### src/rtl/des_pkg.sv
// DES constant tables, decrypt key schedule, FSM state type and permutation helpers.
// Bit 63 of a 64-bit word is DES bit 1; table entries are 1-based DES bit numbers.
package des_pkg;

    typedef enum logic [1:0] {IDLE, ROUND, DONE} state_e;

    localparam int IP_T [64] = '{
        58, 50, 42, 34, 26, 18, 10, 2,  60, 52, 44, 36, 28, 20, 12, 4,
        62, 54, 46, 38, 30, 22, 14, 6,  64, 56, 48, 40, 32, 24, 16, 8,
        57, 49, 41, 33, 25, 17,  9, 1,  59, 51, 43, 35, 27, 19, 11, 3,
        61, 53, 45, 37, 29, 21, 13, 5,  63, 55, 47, 39, 31, 23, 15, 7};

    localparam int FP_T [64] = '{
        40, 8, 48, 16, 56, 24, 64, 32,  39, 7, 47, 15, 55, 23, 63, 31,
        38, 6, 46, 14, 54, 22, 62, 30,  37, 5, 45, 13, 53, 21, 61, 29,
        36, 4, 44, 12, 52, 20, 60, 28,  35, 3, 43, 11, 51, 19, 59, 27,
        34, 2, 42, 10, 50, 18, 58, 26,  33, 1, 41,  9, 49, 17, 57, 25};

    localparam int E_T [48] = '{
        32,  1,  2,  3,  4,  5,   4,  5,  6,  7,  8,  9,
         8,  9, 10, 11, 12, 13,  12, 13, 14, 15, 16, 17,
        16, 17, 18, 19, 20, 21,  20, 21, 22, 23, 24, 25,
        24, 25, 26, 27, 28, 29,  28, 29, 30, 31, 32,  1};

    localparam int P_T [32] = '{
        16,  7, 20, 21, 29, 12, 28, 17,   1, 15, 23, 26,  5, 18, 31, 10,
         2,  8, 24, 14, 32, 27,  3,  9,  19, 13, 30,  6, 22, 11,  4, 25};

    localparam int PC1_T [56] = '{
        57, 49, 41, 33, 25, 17,  9,   1, 58, 50, 42, 34, 26, 18,
        10,  2, 59, 51, 43, 35, 27,  19, 11,  3, 60, 52, 44, 36,
        63, 55, 47, 39, 31, 23, 15,   7, 62, 54, 46, 38, 30, 22,
        14,  6, 61, 53, 45, 37, 29,  21, 13,  5, 28, 20, 12,  4};

    localparam int PC2_T [48] = '{
        14, 17, 11, 24,  1,  5,   3, 28, 15,  6, 21, 10,
        23, 19, 12,  4, 26,  8,  16,  7, 27, 20, 13,  2,
        41, 52, 31, 37, 47, 55,  30, 40, 51, 45, 33, 48,
        44, 49, 39, 56, 34, 53,  46, 42, 50, 36, 29, 32};

    // Right-rotation per decrypt round: the encrypt left-shift schedule replayed backwards.
    localparam logic [1:0] SCHED [16] = '{
        2'd0, 2'd1, 2'd2, 2'd2, 2'd2, 2'd2, 2'd2, 2'd2,
        2'd1, 2'd2, 2'd2, 2'd2, 2'd2, 2'd2, 2'd2, 2'd1};

    // Each S-box: 64 nibbles, entry (row*16+col) starting at the MSB nibble.
    localparam logic [255:0] SBOX [8] = '{
        256'hE4D12FB83A6C5907_0F74E2D1A6CB9538_41E8D62BFC973A50_FC8249175B3EA06D,
        256'hF18E6B34972DC05A_3D47F28EC01A69B5_0E7BA4D158C6932F_D8A13F42B67C05E9,
        256'hA09E63F51DC7B428_D70934A6285ECBF1_D6498F30B12C5AE7_1AD069874FE3B52C,
        256'h7DE3069A1285BC4F_D8B56F03472C1AE9_A690CB7DF13E5284_3F06A1D8945BC72E,
        256'h2C417AB6853FD0E9_EB2C47D150FA3986_421BAD78F9C5630E_B8C71E2D6F09A453,
        256'hC1AF92680D34E75B_AF427C9561DE0B38_9EF528C3704A1DB6_432C95FABE17608D,
        256'h4B2EF08D3C975A61_D0B7491AE35C2F86_14BDC37EAF680592_6BD814A7950FE23C,
        256'hD2846FB1A93E50C7_1FD8A374C56B0E92_7B419CE206ADF358_21E74A8DFC90356B};

    function automatic logic [63:0] ip(input logic [63:0] x);
        logic [63:0] y;
        y = '0;
        for (int i = 0; i < 64; i++) y[63-i] = x[64-IP_T[i]];
        return y;
    endfunction

    function automatic logic [63:0] fp(input logic [63:0] x);
        logic [63:0] y;
        y = '0;
        for (int i = 0; i < 64; i++) y[63-i] = x[64-FP_T[i]];
        return y;
    endfunction

    function automatic logic [47:0] e_exp(input logic [31:0] x);
        logic [47:0] y;
        y = '0;
        for (int i = 0; i < 48; i++) y[47-i] = x[32-E_T[i]];
        return y;
    endfunction

    function automatic logic [31:0] p_perm(input logic [31:0] x);
        logic [31:0] y;
        y = '0;
        for (int i = 0; i < 32; i++) y[31-i] = x[32-P_T[i]];
        return y;
    endfunction

    function automatic logic [55:0] pc1(input logic [63:0] x);
        logic [55:0] y;
        y = '0;
        for (int i = 0; i < 56; i++) y[55-i] = x[64-PC1_T[i]];
        return y;
    endfunction

    function automatic logic [47:0] pc2(input logic [55:0] x);
        logic [47:0] y;
        y = '0;
        for (int i = 0; i < 48; i++) y[47-i] = x[56-PC2_T[i]];
        return y;
    endfunction

    // Row is b1,b6 and column b2..b5, with b1 the MSB of the 6-bit group.
    function automatic logic [3:0] sbox(input int n, input logic [5:0] b);
        logic [5:0] idx;
        idx = {b[5], b[0], b[4:1]};
        return SBOX[n][255 - 4*int'(idx) -: 4];
    endfunction

    function automatic logic [27:0] rotr28(input logic [27:0] x, input logic [1:0] n);
        case (n)
            2'd0:    return x;
            2'd1:    return {x[0], x[27:1]};
            default: return {x[1:0], x[27:2]};
        endcase
    endfunction

endpackage

### src/rtl/des_f_func.sv
// DES round function f(R,K): E-expansion, key mix, S1..S8, P permutation.
// Purely combinational, zero latency, no handshake.
module des_f_func
    import des_pkg::*;
(
    input  logic [31:0] r_i,
    input  logic [47:0] k_i,
    output logic [31:0] f_o
);

    logic [47:0] mix;
    logic [31:0] sub;

    always_comb begin
        mix = e_exp(r_i) ^ k_i;
        sub = '0;
        for (int n = 0; n < 8; n++) sub[31-4*n -: 4] = sbox(n, mix[47-6*n -: 6]);
        f_o = p_perm(sub);
    end

endmodule

### src/rtl/des_decrypt_iter.sv
// Iterative DES decryption, one Feistel round per cycle; out_valid 16 cycles after accept.
// in_ready only in IDLE; result held in DONE until out_ready, then back to IDLE.
module des_decrypt_iter
    import des_pkg::*;
(
    input  logic        clk,
    input  logic        rst_n,
    input  logic        in_valid,
    output logic        in_ready,
    input  logic [63:0] ct_in,
    input  logic [63:0] key_in,
    output logic        out_valid,
    input  logic        out_ready,
    output logic [63:0] pt_out,
    output logic        busy
);

    state_e      state_q, state_d;
    logic [4:0]  rnd_q, rnd_d;
    logic [31:0] l_q, l_d, r_q, r_d;
    logic [27:0] c_q, c_d, d_q, d_d;
    logic [63:0] pt_q, pt_d;
    logic        ov_q, ov_d;

    logic [1:0]  shift;
    logic [27:0] c_rot, d_rot;
    logic [47:0] subkey;
    logic [31:0] f_out;

    // rnd_q runs 1..16 in ROUND; the table index is rnd-1.
    assign shift  = SCHED[4'(rnd_q - 5'd1)];
    assign c_rot  = rotr28(c_q, shift);
    assign d_rot  = rotr28(d_q, shift);
    assign subkey = pc2({c_rot, d_rot});

    des_f_func u_f (
        .r_i (r_q),
        .k_i (subkey),
        .f_o (f_out)
    );

    always_comb begin
        state_d = state_q;
        rnd_d   = rnd_q;
        l_d     = l_q;
        r_d     = r_q;
        c_d     = c_q;
        d_d     = d_q;
        pt_d    = pt_q;
        ov_d    = ov_q;
        case (state_q)
            IDLE: begin
                if (in_valid) begin
                    {l_d, r_d} = ip(ct_in);
                    {c_d, d_d} = pc1(key_in);
                    rnd_d      = 5'd1;
                    state_d    = ROUND;
                end
            end
            ROUND: begin
                c_d = c_rot;
                d_d = d_rot;
                l_d = r_q;
                r_d = l_q ^ f_out;
                if (rnd_q == 5'd16) begin
                    // Final swap: preoutput is {R16, L16}.
                    pt_d    = fp({l_q ^ f_out, r_q});
                    ov_d    = 1'b1;
                    rnd_d   = 5'd0;
                    state_d = DONE;
                end else begin
                    rnd_d = rnd_q + 5'd1;
                end
            end
            DONE: begin
                if (out_ready) begin
                    ov_d    = 1'b0;
                    state_d = IDLE;
                end
            end
            default: state_d = IDLE;
        endcase
    end

    always_ff @(posedge clk or negedge rst_n) begin
        if (!rst_n) begin
            state_q <= IDLE;
            rnd_q   <= '0;
            l_q     <= '0;
            r_q     <= '0;
            c_q     <= '0;
            d_q     <= '0;
            pt_q    <= '0;
            ov_q    <= 1'b0;
        end else begin
            state_q <= state_d;
            rnd_q   <= rnd_d;
            l_q     <= l_d;
            r_q     <= r_d;
            c_q     <= c_d;
            d_q     <= d_d;
            pt_q    <= pt_d;
            ov_q    <= ov_d;
        end
    end

    assign in_ready  = (state_q == IDLE);
    assign busy      = (state_q != IDLE);
    assign out_valid = ov_q;
    assign pt_out    = pt_q;

endmodule
### config.mk
export PLATFORM = sky130hd
export DESIGN_NAME = des_decrypt_iter
export DESIGN_NICKNAME = d
export VERILOG_FILES = /design/src/rtl/des_pkg.sv /design/src/rtl/des_f_func.sv /design/src/rtl/des_decrypt_iter.sv
export SDC_FILE = /design/constraint.sdc
export NUM_CORES = 1
export LEC_CHECK = 0
export ABC_AREA = 1
export BUFFER_PORTS_ARGS = -buffer_cell sky130_fd_sc_hd__buf_4
export CORE_MARGIN = 10
export CORE_UTILIZATION = 60
export DETAILED_ROUTE_END_ITERATION = 10
export PLACE_DENSITY = 0.82
export SLEW_MARGIN = 20
export SYNTH_ARGS = -nofsm -noshare
export SYNTH_HDL_FRONTEND = slang
export SYNTH_HIERARCHICAL = 1
export SYNTH_SLANG_ARGS = --single-unit
### constraint.sdc
create_clock -name clk -period 4 [get_ports clk]
set_input_delay 0.2 -clock clk [delete_from_list [all_inputs] [get_ports clk]]
set_output_delay 0.2 -clock clk [all_outputs]
set_load 0.02 [all_outputs]
Word-level counts from Yosys, hierarchy flattened
Memories as Yosys holds them, arrays and structs flattened.
Index checks and enable logic that the tools add are counted.
{"block": "totals", "reg_bits": 192, "latch_bits": 0, "ramBits": 0, "mem_bits_ro": 32, "inputBits": 132, "elab_cells": 73, "mem_count": 1}
{"block": "classes", "n_addsub": 10, "mul": 0, "div_mod_pow": 0, "n_lt_le_gt_ge": 1, "eq_ne": 8, "n_shift": 8, "mux": 22, "bitwise": 3, "n_reduce_logical": 10}
{"memory": "(name not given)", "words": 16, "word_bits": 2, "read_ports": 1, "rd_clocked_by_memory_dff": 0, "wr": 0, "line": "des_decrypt_iter.sv:31", "text": "assign shift = SCHED[4'(rnd_q - 5'd1)];"}
{"op": "variable part select 259 x 32 -> 4 bit, first input constant", "n": 8}
{"op": "case mux 28 bit (2 select lines)", "n": 4}
{"op": "case mux 32 bit (2 select lines)", "n": 2}
{"op": "subtractor 8 x 8 -> 9 bit, first input constant", "n": 8}
{"op": "two-way mux 32 bit", "n": 2}
{"op": "two-way mux 28 bit", "n": 2}
{"op": "XOR 48 bit", "n": 1}
{"op": "XOR 32 bit", "n": 1}
{"op": "two-way mux 2 bit", "n": 5}
{"op": "two-way mux 5 bit", "n": 2}
{"op": "case mux 5 bit (2 select lines)", "n": 1}
{"op": "AND reduction 3 bit", "n": 3}
{"op": "inequality test 2 bit, second input constant", "n": 4}
{"op": "case mux 2 bit (3 select lines)", "n": 1}
{"op": "nonzero test 2 bit", "n": 3}
{"op": "adder 5 x 1 -> 5 bit, second input constant", "n": 1}
{"op": "== test 5 bit, second input constant", "n": 1}
{"op": ">= comparator 5 bit, second input constant", "n": 1}
{"op": "NOT 4 -> 5 bit", "n": 1}
{"op": "== test 2 x 1 -> 1 bit, second input constant", "n": 2}
{"op": "zero test 2 bit", "n": 2}
{"op": "AND reduction 2 bit", "n": 2}
{"op": "subtractor 4 x 1 -> 4 bit, second input constant", "n": 1}
{"op": "== test 2 bit, second input constant", "n": 1}
{"op": "other kinds (2)", "n": 3}

Logic depth before layout (Yosys ltp)
Gate-level depths: netlist of the first run.
{"block": "depth", "ltp_word": 12, "ltp_mapped": 29}

Cells and area by module
Netlist of the first run, hierarchy kept.
{"mod": "des_decrypt_iter", "n_inst": 1, "cells_each": 1303, "area_each_um2": 10010.9, "seq_area_each_um2": 4804.6}
{"mod": "des_f_func", "n_inst": 1, "cells_each": 1154, "area_each_um2": 5435.2, "seq_area_each_um2": 0.0}

Least setup slack after synthesis of the first run
OpenSTA, ideal clock, no wires.
{"block": "synth_path", "kind": "register to register", "start": "register rnd_q[1]", "end": "register r_q[30]", "setup_time_ps": 133, "arrival_time_ps": 3140, "t_required_ps": 3867, "slack_ps": 728, "path_stages_with_launch": 25, "n_path_buf": 2, "period_less_slack_ps": 3272, "cell_sequence": "dfrtp_1 inv_1 ha_1 inv_1 nor2_1 nand4_2 inv_2 buf_4 buf_4 nand2_1 nand3_1 inv_1 nand2_1 nand2_1 ha_1 or2_2 nand2_1 nand3_1 nand2_1 nand2_1 nand3_1 nand2_1 xor2_1 nor2_1 o22ai_1"}
{"block": "synth_between", "elab_chain_len": 12}
{"item": "from (decl)", "line": "des_decrypt_iter.sv:19", "text": "logic [4:0] rnd_q, rnd_d;"}
{"item": "from (signal assigned)", "line": "des_decrypt_iter.sv:97", "text": "rnd_q <= rnd_d;"}
{"item": "subtractor 4 x 1 -> 4 bit (*)", "line": "des_decrypt_iter.sv:31"}
{"item": "NOT 4 -> 5 bit (not written as such) (*)", "line": "des_decrypt_iter.sv:31"}
{"item": "memory (16 x 2 bit) (*)"}
{"item": "two-way mux 2 bit (not written as such) (*) (2 in a row)", "line": "des_decrypt_iter.sv:31"}
{"item": "== test 2 x 1 -> 1 bit or zero test 2 bit (tied branches)", "line": "des_pkg.sv:107", "text": "case (n)"}
{"item": "case mux 28 bit (2 select lines) (*)", "line": "des_pkg.sv:107"}
{"item": "net c_rot[7]", "line": "des_decrypt_iter.sv:26", "text": "logic [27:0] c_rot, d_rot;"}
{"item": "XOR 48 bit (*)", "line": "des_f_func.sv:15", "text": "mix = e_exp(r_i) ^ k_i;"}
{"item": "subtractor 8 x 8 -> 9 bit (*)", "line": "des_pkg.sv:103", "text": "return SBOX[n][255 - 4*int'(idx) -: 4];"}
{"item": "variable part select 259 x 32 -> 4 bit (*)", "line": "des_pkg.sv:103"}
{"item": "net f_out[30]", "line": "des_decrypt_iter.sv:28", "text": "logic [31:0] f_out;"}
{"item": "XOR 32 bit (*)", "line": "des_decrypt_iter.sv:64", "text": "r_d = l_q ^ f_out;"}
{"item": "case mux 32 bit (2 select lines) (*)", "line": "des_decrypt_iter.sv:51", "text": "case (state_q)"}
{"item": "to (signal assigned)", "line": "des_decrypt_iter.sv:99", "text": "r_q <= r_d;"}
{"item": "to (decl)", "line": "des_decrypt_iter.sv:20", "text": "logic [31:0] l_q, l_d, r_q, r_d;"}
The timed path passes the listed nets; every way through them passes the cells marked *. The select of a mux whose other input is x is not followed.
A chain may end at the register's enable or synchronous reset.

Final worst setup path of the first run
{"block": "layout_path", "start": "register rnd_q[0]", "end": "register r_q[15]"}
The elaborated chain is that of the path after synthesis.

==> results of run 1 <==
per-layer routing:
layer | GRT usage [%] | wire length [um] | share of wire [%]
met1 | 42.2 | 21800 | 41
met3 | 6.10 | 5480 | 10
met4 | 12.4 | 2030 | 3.8
met5 | 0 | 0 | 0
met2 | 49.5 | 24200 | 45
worst paths after layout:
| path | startpoint | endpoint | slack (ns) | depth (start not counted) |
|---|---|---|---|---|
| max in group asynchronous | rst_n | l_q[16] | 2.61 | 3 |
| worst max register to register | rnd_q[0] | r_q[15] | 0.22 | 24 |
| worst min register to register | pt_out[60] | pt_out[60] | 0.48 | 2 |
| worst max-delay path | rnd_q[0] | r_q[15] | 0.22 | 24 |
| worst min-delay path | key_in[25] | d_q[24] | 0.008 | 3 |
| min in group asynchronous | rst_n | pt_out[4] | 0.38 | 2 |
per-stage QoR:
step           instances  cell area [um^2]  setup TNS, ns  util (%)
4_1_cts             2971             18000              0      71.1
3_5_place_dp        2929             17200              0      68.2
6_report            2976             18100              0      71.7
5_1_grt             2976             18100        -0.0410      71.7
2_1_floorplan       2457             15400              0         -
3_3_place_gp        2929             17200              0      68.2
worst max-delay path, delay by kind of cell (launching register included):
family | cells | cell delay (ns)
flip-flops | 1 | 0.42
AND/OR/NAND/NOR | 15 | 1.75
buffers and inverters | 5 | 0.71
AO/OA/AOI/OAI | 1 | 0.17
adder cells (fa/ha/maj) | 2 | 0.40
XOR/XNOR | 1 | 0.21
layout make-up:
class,instances,area [um^2]
inverters,184,696
multi-input cells,1971,9490
flip-flops and latches,192,4800
repair buffers,267,2060
well taps,330,413
clock buffers,17,425
fillers,2152,7160
clock inverters,15,208
cells by family (layout without fill, tap and decap cells):
group / count (synthesis) / in the layout / synth area share [%]
DFF: 192 / 192 / 31.1
adders and majority gates: 66 / 66 / 5.35
and+or+nand+nor: 1642 / 1642 / 44.8
buffers and inverters: 294 / 483 / 8.10
xor gates and xnor gates: 63 / 63 / 3.67
AOI/OAI and AO/OA: 200 / 200 / 6.95
registers in the layout, summed over array words and instances (netlist names):
name       cells
r_q           32
rnd_q          5
state_q        2
out_valid      1
pt_out        64
l_q           32
c_q           28
d_q           28
synthesized netlist by cell type, drive strengths merged (23+ instances only):
master	instances
inv	182
clkbuf	48
o21ai	78
buf	62
xnor2	23
nand4	29
dfrtp	192
nor2	168
o22ai	34
a21oi	82
nand3	370
ha	66
xor2	40
nand2	1069
layout by cell type, fill, tap and decap left out, types with 2 or more instances in the layout:
cell type and n:
nor2_1 162, inv_12 2, inv_2 7, o21ai_0 75, buf_4 253, nand3_1 345, a21boi_0 6, or2_2 6
inv_1 174, nand4_1 28, xor2_2 5, clkinv_8 7, dfrtp_1 192, nand2_1 1048, clkbuf_16 17, dlygate4sd3_1 10
ha_1 65, xnor2_2 4, buf_12 2, xor2_1 35, clkinv_1 2, o22ai_1 34, nand3_2 25, nand2_2 19
a21oi_1 82, nand2_4 2, inv_8 4, nor2_4 4, xnor2_1 19
what timing repair did:
action,4_1_cts,5_1_grt
endpoints found under the hold margin,100,0
buffers inserted,0,5
endpoints found under the setup margin,0,59
gates resized for setup,0,20
hold buffers,10,0
==> results.sh, run 1 <==
export IMPL_worstSetupPathType="flop to flop"
export IMPL_cpPeakStageDelay_ns=0.42
export IMPL_track_usage_pct=31.6
export IMPL_synth_top_area_share_pct=31.1
export IMPL_critPathSlowestCell="dfrtp_1"
export IMPL_cts_reportedPaths_clkPinSlew_ns=0.09
export IMPL_max_cap_violations=0
export IMPL_antenna_left=0
export IMPL_fp_coreArea_um2=25300
export IMPL_finalHoldViolations=0
export IMPL_period_share_pct=94.4
export IMPL_cp_required_ns=4.36
export IMPL_cts_sinks=192
export IMPL_rows=58
export IMPL_synth_edf_count=0
export IMPL_ys_ff_latch=192
export IMPL_rsz0062_at_grt="yes"
export IMPL_worst_slew_pin_slew_ns=1.09
export IMPL_clockBufferDepth=2
export IMPL_netlist_area_um2=15400
export IMPL_wl_mm=53.4
export IMPL_ys_flop_type="dfrtp_1"
export IMPL_wl_per_cell_um=18.0
export IMPL_synth_async_reset_ratio_pct=100
export IMPL_finalMaxSlewViolations=0
export IMPL_dp_slack_ns=0.134
export IMPL_dieArea_um2=32600
export IMPL_gp_congestion=0.970
export IMPL_ys_seq_area_share_pct=31.1
export IMPL_nets=2831
export IMPL_fmax_mhz=265
export IMPL_via_per_inst=5.84
export IMPL_synth_distinct_cells=32
export IMPL_syn_inst=2457
export IMPL_grt_overflow=0
export IMPL_syn_area_per_cell_um2=6.29
export IMPL_dp_hpwl_mm=39.4
export IMPL_die_y_um=180
export IMPL_vias=17400
export IMPL_dr_pass1_iters=6
export IMPL_yosys_area_top_type="dfrtp_1"
export IMPL_grt_pass1_wl_mm=85.3
export IMPL_portBuffers=190
export IMPL_cp_end_kind="flop"
export IMPL_period_minus_slack_ns=3.78
export IMPL_cts_root_buf="clkbuf_16"
export IMPL_cp_cell_sequence="inv_2 -> ha_1 -> inv_1 -> nand2_1 -> nand3_1 -> nand4_2 -> clkinv_4 -> buf_4 -> nand2_1 -> nand3_2 -> buf_4 -> nand2_1 -> nand2_1 -> ha_1 -> or2_2 -> nand2_1 -> nand3_1 -> nand3_1 -> nand2_1 -> nand2_1 -> nand2_1 -> xor2_1 -> nor2_1 -> o22ai_1"
export IMPL_whs_ns=0.00843
export IMPL_grt_max_degree=102
export IMPL_cp_max_fo=14
export IMPL_cp_data_arrival_time_ns=4.14
export IMPL_antenna_found_initial=0
export IMPL_cts_buffers=17
export IMPL_netlist_top_cells_area="dfrtp_1 (31%), nand2_1 (26%), nand3_1 (11%), ha_1 (5.3%), inv_1 (4.3%)"
export IMPL_die_x_um=180
export IMPL_cts_tree="yes"
export IMPL_antenna_cells=0
export IMPL_drt_initial_drc_count=2217
export IMPL_start_util_pct=61.2
export IMPL_synth_warnings=6
export IMPL_fin_skew_ns=0.0179
export IMPL_htree_levels=4
export IMPL_finalSetupViolations=0
export IMPL_status="finished clean"
export IMPL_grt_pass1_vias=16100
export IMPL_drc=0
export IMPL_synth_nets=2655
export IMPL_drive_above_1_share_pct=13.9
export IMPL_io_pins=199
export IMPL_cpMostUsedCell="nand2_1"
export IMPL_slew_headroom_pct=27.4
export IMPL_clk_latency_ns=0.46
export IMPL_hold_class="input pin to flop"
export IMPL_fin_ws_ns=0.223
export IMPL_cp_start_kind="flop"
export IMPL_synthToLayoutAreaGrowth_pct=17.2
Power of run 1 is not shown: default switching activity piles up to over one toggle a cycle in this logic, so the estimate is an artifact.
==> run 2: changes to the inputs <==
- CORE_UTILIZATION: 60 -> 54
- PLACE_DENSITY: 0.82 -> 0.75
==> run 2 against run 1 <==
Net effect: clock-buffer cell count up 1; setup slack gained 0.058 ns; clock skew down 0.0045 ns; routed wire length shrank 0.94%; register-to-register slack gained 0.06 ns; flip-flop and latch count is the same; cell count is 1.4% higher; global-route usage shrank 2.9 points; first-iteration DRC count fell by 13%; via count down 2.9%; maximum frequency increased by 1.6%.
==> results.sh, run 2 (synthesized netlist as in run 1, its figures left out) <==
export IMPL_die_y_um=189
export IMPL_cp_required_ns=4.31
export IMPL_grt_pass1_wl_mm=84.2
export IMPL_rsz0062_at_grt="yes"
export IMPL_fin_setup_tns_ns=0
export IMPL_vias=16900
export IMPL_dpl_cell_area_um2=17300
export IMPL_whs_ns=0.00492
export IMPL_start_util_pct=55.1
export IMPL_worst_slew_pin_slew_ns=1.10
export IMPL_min_path_cells=3
export IMPL_finalHoldViolations=0
export IMPL_cp_end_kind="flop"
export IMPL_gp_congestion=0.944
export IMPL_wl_mm=52.9
export IMPL_cpPeakStageDelay_ns=0.46
export IMPL_r2r_slack_ns=0.28
export IMPL_antenna_left=0
export IMPL_rows=61
export IMPL_hold_class="input pin to flop"
export IMPL_fin_util_pct=64.7
export IMPL_max_cap_violations=0
export IMPL_via_per_inst=5.59
export IMPL_grt_max_degree=106
export IMPL_cts_buffers=17
export IMPL_dieArea_um2=35800
export IMPL_reg2reg_from="rnd_q[1]"
export IMPL_status="finished clean"
export IMPL_antenna_cells=0
export IMPL_portBuffers=190
export IMPL_cts_reportedPaths_clkPinSlew_ns=0.08
export IMPL_drc=0
export IMPL_worstSetupPathType="flop to flop"
export IMPL_finalInstanceArea_um2=18100
export IMPL_fmax_mhz=269
export IMPL_min_delay_start="key_in[30]"
export IMPL_finalMaxSlewViolations=0
export IMPL_cts_sinks=192
export IMPL_dp_hpwl_mm=39.0
export IMPL_dr_max_layer_used="met4"
export IMPL_period_minus_slack_ns=3.72
export IMPL_fin_skew_ns=0.0134
export IMPL_nets=2826
export IMPL_fp_coreArea_um2=28000
export IMPL_track_usage_pct=28.7
export IMPL_finalSetupViolations=0
export IMPL_io_pins=199
export IMPL_synthToLayoutAreaGrowth_pct=17.3
export IMPL_drt_initial_drc_count=1927
export IMPL_slew_headroom_pct=26.4
export IMPL_antenna_found_initial=0
export IMPL_holdPathEnd="c_q[16]"
export IMPL_m1WireLength_mm=23.2
export IMPL_critPathSlowestCell="dfrtp_2"
export IMPL_layout_common_cells="nand2_1 (1047), nand3_1 (345), buf_4 (244)"
export IMPL_period_share_pct=93.0
export IMPL_cp_start_kind="flop"
export IMPL_cpMostUsedCell="nand2_1"
export IMPL_htree_levels=4
export IMPL_die_x_um=189
export IMPL_cts_root_buf="clkbuf_16"
export IMPL_wl_per_cell_um=17.5
export IMPL_grt_pass1_vias=15600
export IMPL_met3_length_mm=4.88
export IMPL_grt_overflow=0
export IMPL_largest_reg_flops=64
export IMPL_drive_above_1_share_pct=13.8
export IMPL_clk_latency_ns=0.45
export IMPL_layout_commonest_cell="nand2_1"
export IMPL_cp_startpoint="rnd_q[1]"
export IMPL_cp_cell_sequence="inv_1 -> ha_1 -> inv_1 -> nand2_1 -> nand3_1 -> nand2_2 -> nand2_4 -> buf_6 -> nand2_1 -> nand3_1 -> inv_1 -> nand2_1 -> nand2_1 -> ha_1 -> or2_2 -> nand2_1 -> nand3_1 -> nand2_1 -> nand2_1 -> nand2_1 -> nand2_1 -> xor2_1 -> nor2_1 -> o22ai_1"
export IMPL_cp_data_arrival_time_ns=4.03
export IMPL_routed_wl_met2_mm=23.4
export IMPL_cts_tree="yes"
export IMPL_clockBufferDepth=2
export IMPL_reg2reg_to="r_q[4]"
export IMPL_r2r_cells=24
export IMPL_cp_max_fo=19
export IMPL_dr_pass1_iters=8
==> run 2: how the worst max path moves through the flow <==
stage,endpoint
after floorplan,r_q[30]
after detailed placement,r_q[9]
after global placement,r_q[4]
after CTS,r_q[6]
final,r_q[4]
after global routing,r_q[4]
==> run 2: repair_timing <==
item / in CTS / in global routing
hold buffers: 8 / 0
endpoints found under the hold margin: 103 / 0
gates resized for setup: 0 / 20
setup endpoints to repair: 0 / 54
setup buffers: 0 / 3
==> run 2: worst max-delay path: cells and delay by family (launching register included) <==
kind | cells | cell delay [ns]
fa+ha+maj | 2 | 0.51
flops | 1 | 0.46
compound gates | 1 | 0.09
buf+inv | 4 | 0.44
xor+xnor | 1 | 0.21
simple gates | 16 | 1.87
==> run 2: per-layer routing <==
layer,up-vias,GRT usage [%]
met1,7817,40.5
li1,8172,-
met4,0,8.76
met3,77,5.24
met5,-,0
met2,806,43.8
==> run 2: layout make-up <==
type	count	area, um^2
Fill cell	2656	9890
Multi-Input combinational cell	1972	9490
Sequential cell	192	4810
Timing Repair Buffer	261	2060
Inverter	184	691
Tap cell	378	473
Clock buffer	18	429
Clock inverter	14	173
==> run 2: through the flow <==
stage / setup slack (ns) / std cells
after global placement: 0.323 / 2975
final: 0.281 / 3019
after global routing: -0.000116 / 3019
after floorplan: 0.728 / 2457
after CTS: 0.196 / 3015
after detailed placement: 0.223 / 2975
Power of run 2 is left out for the same reason.
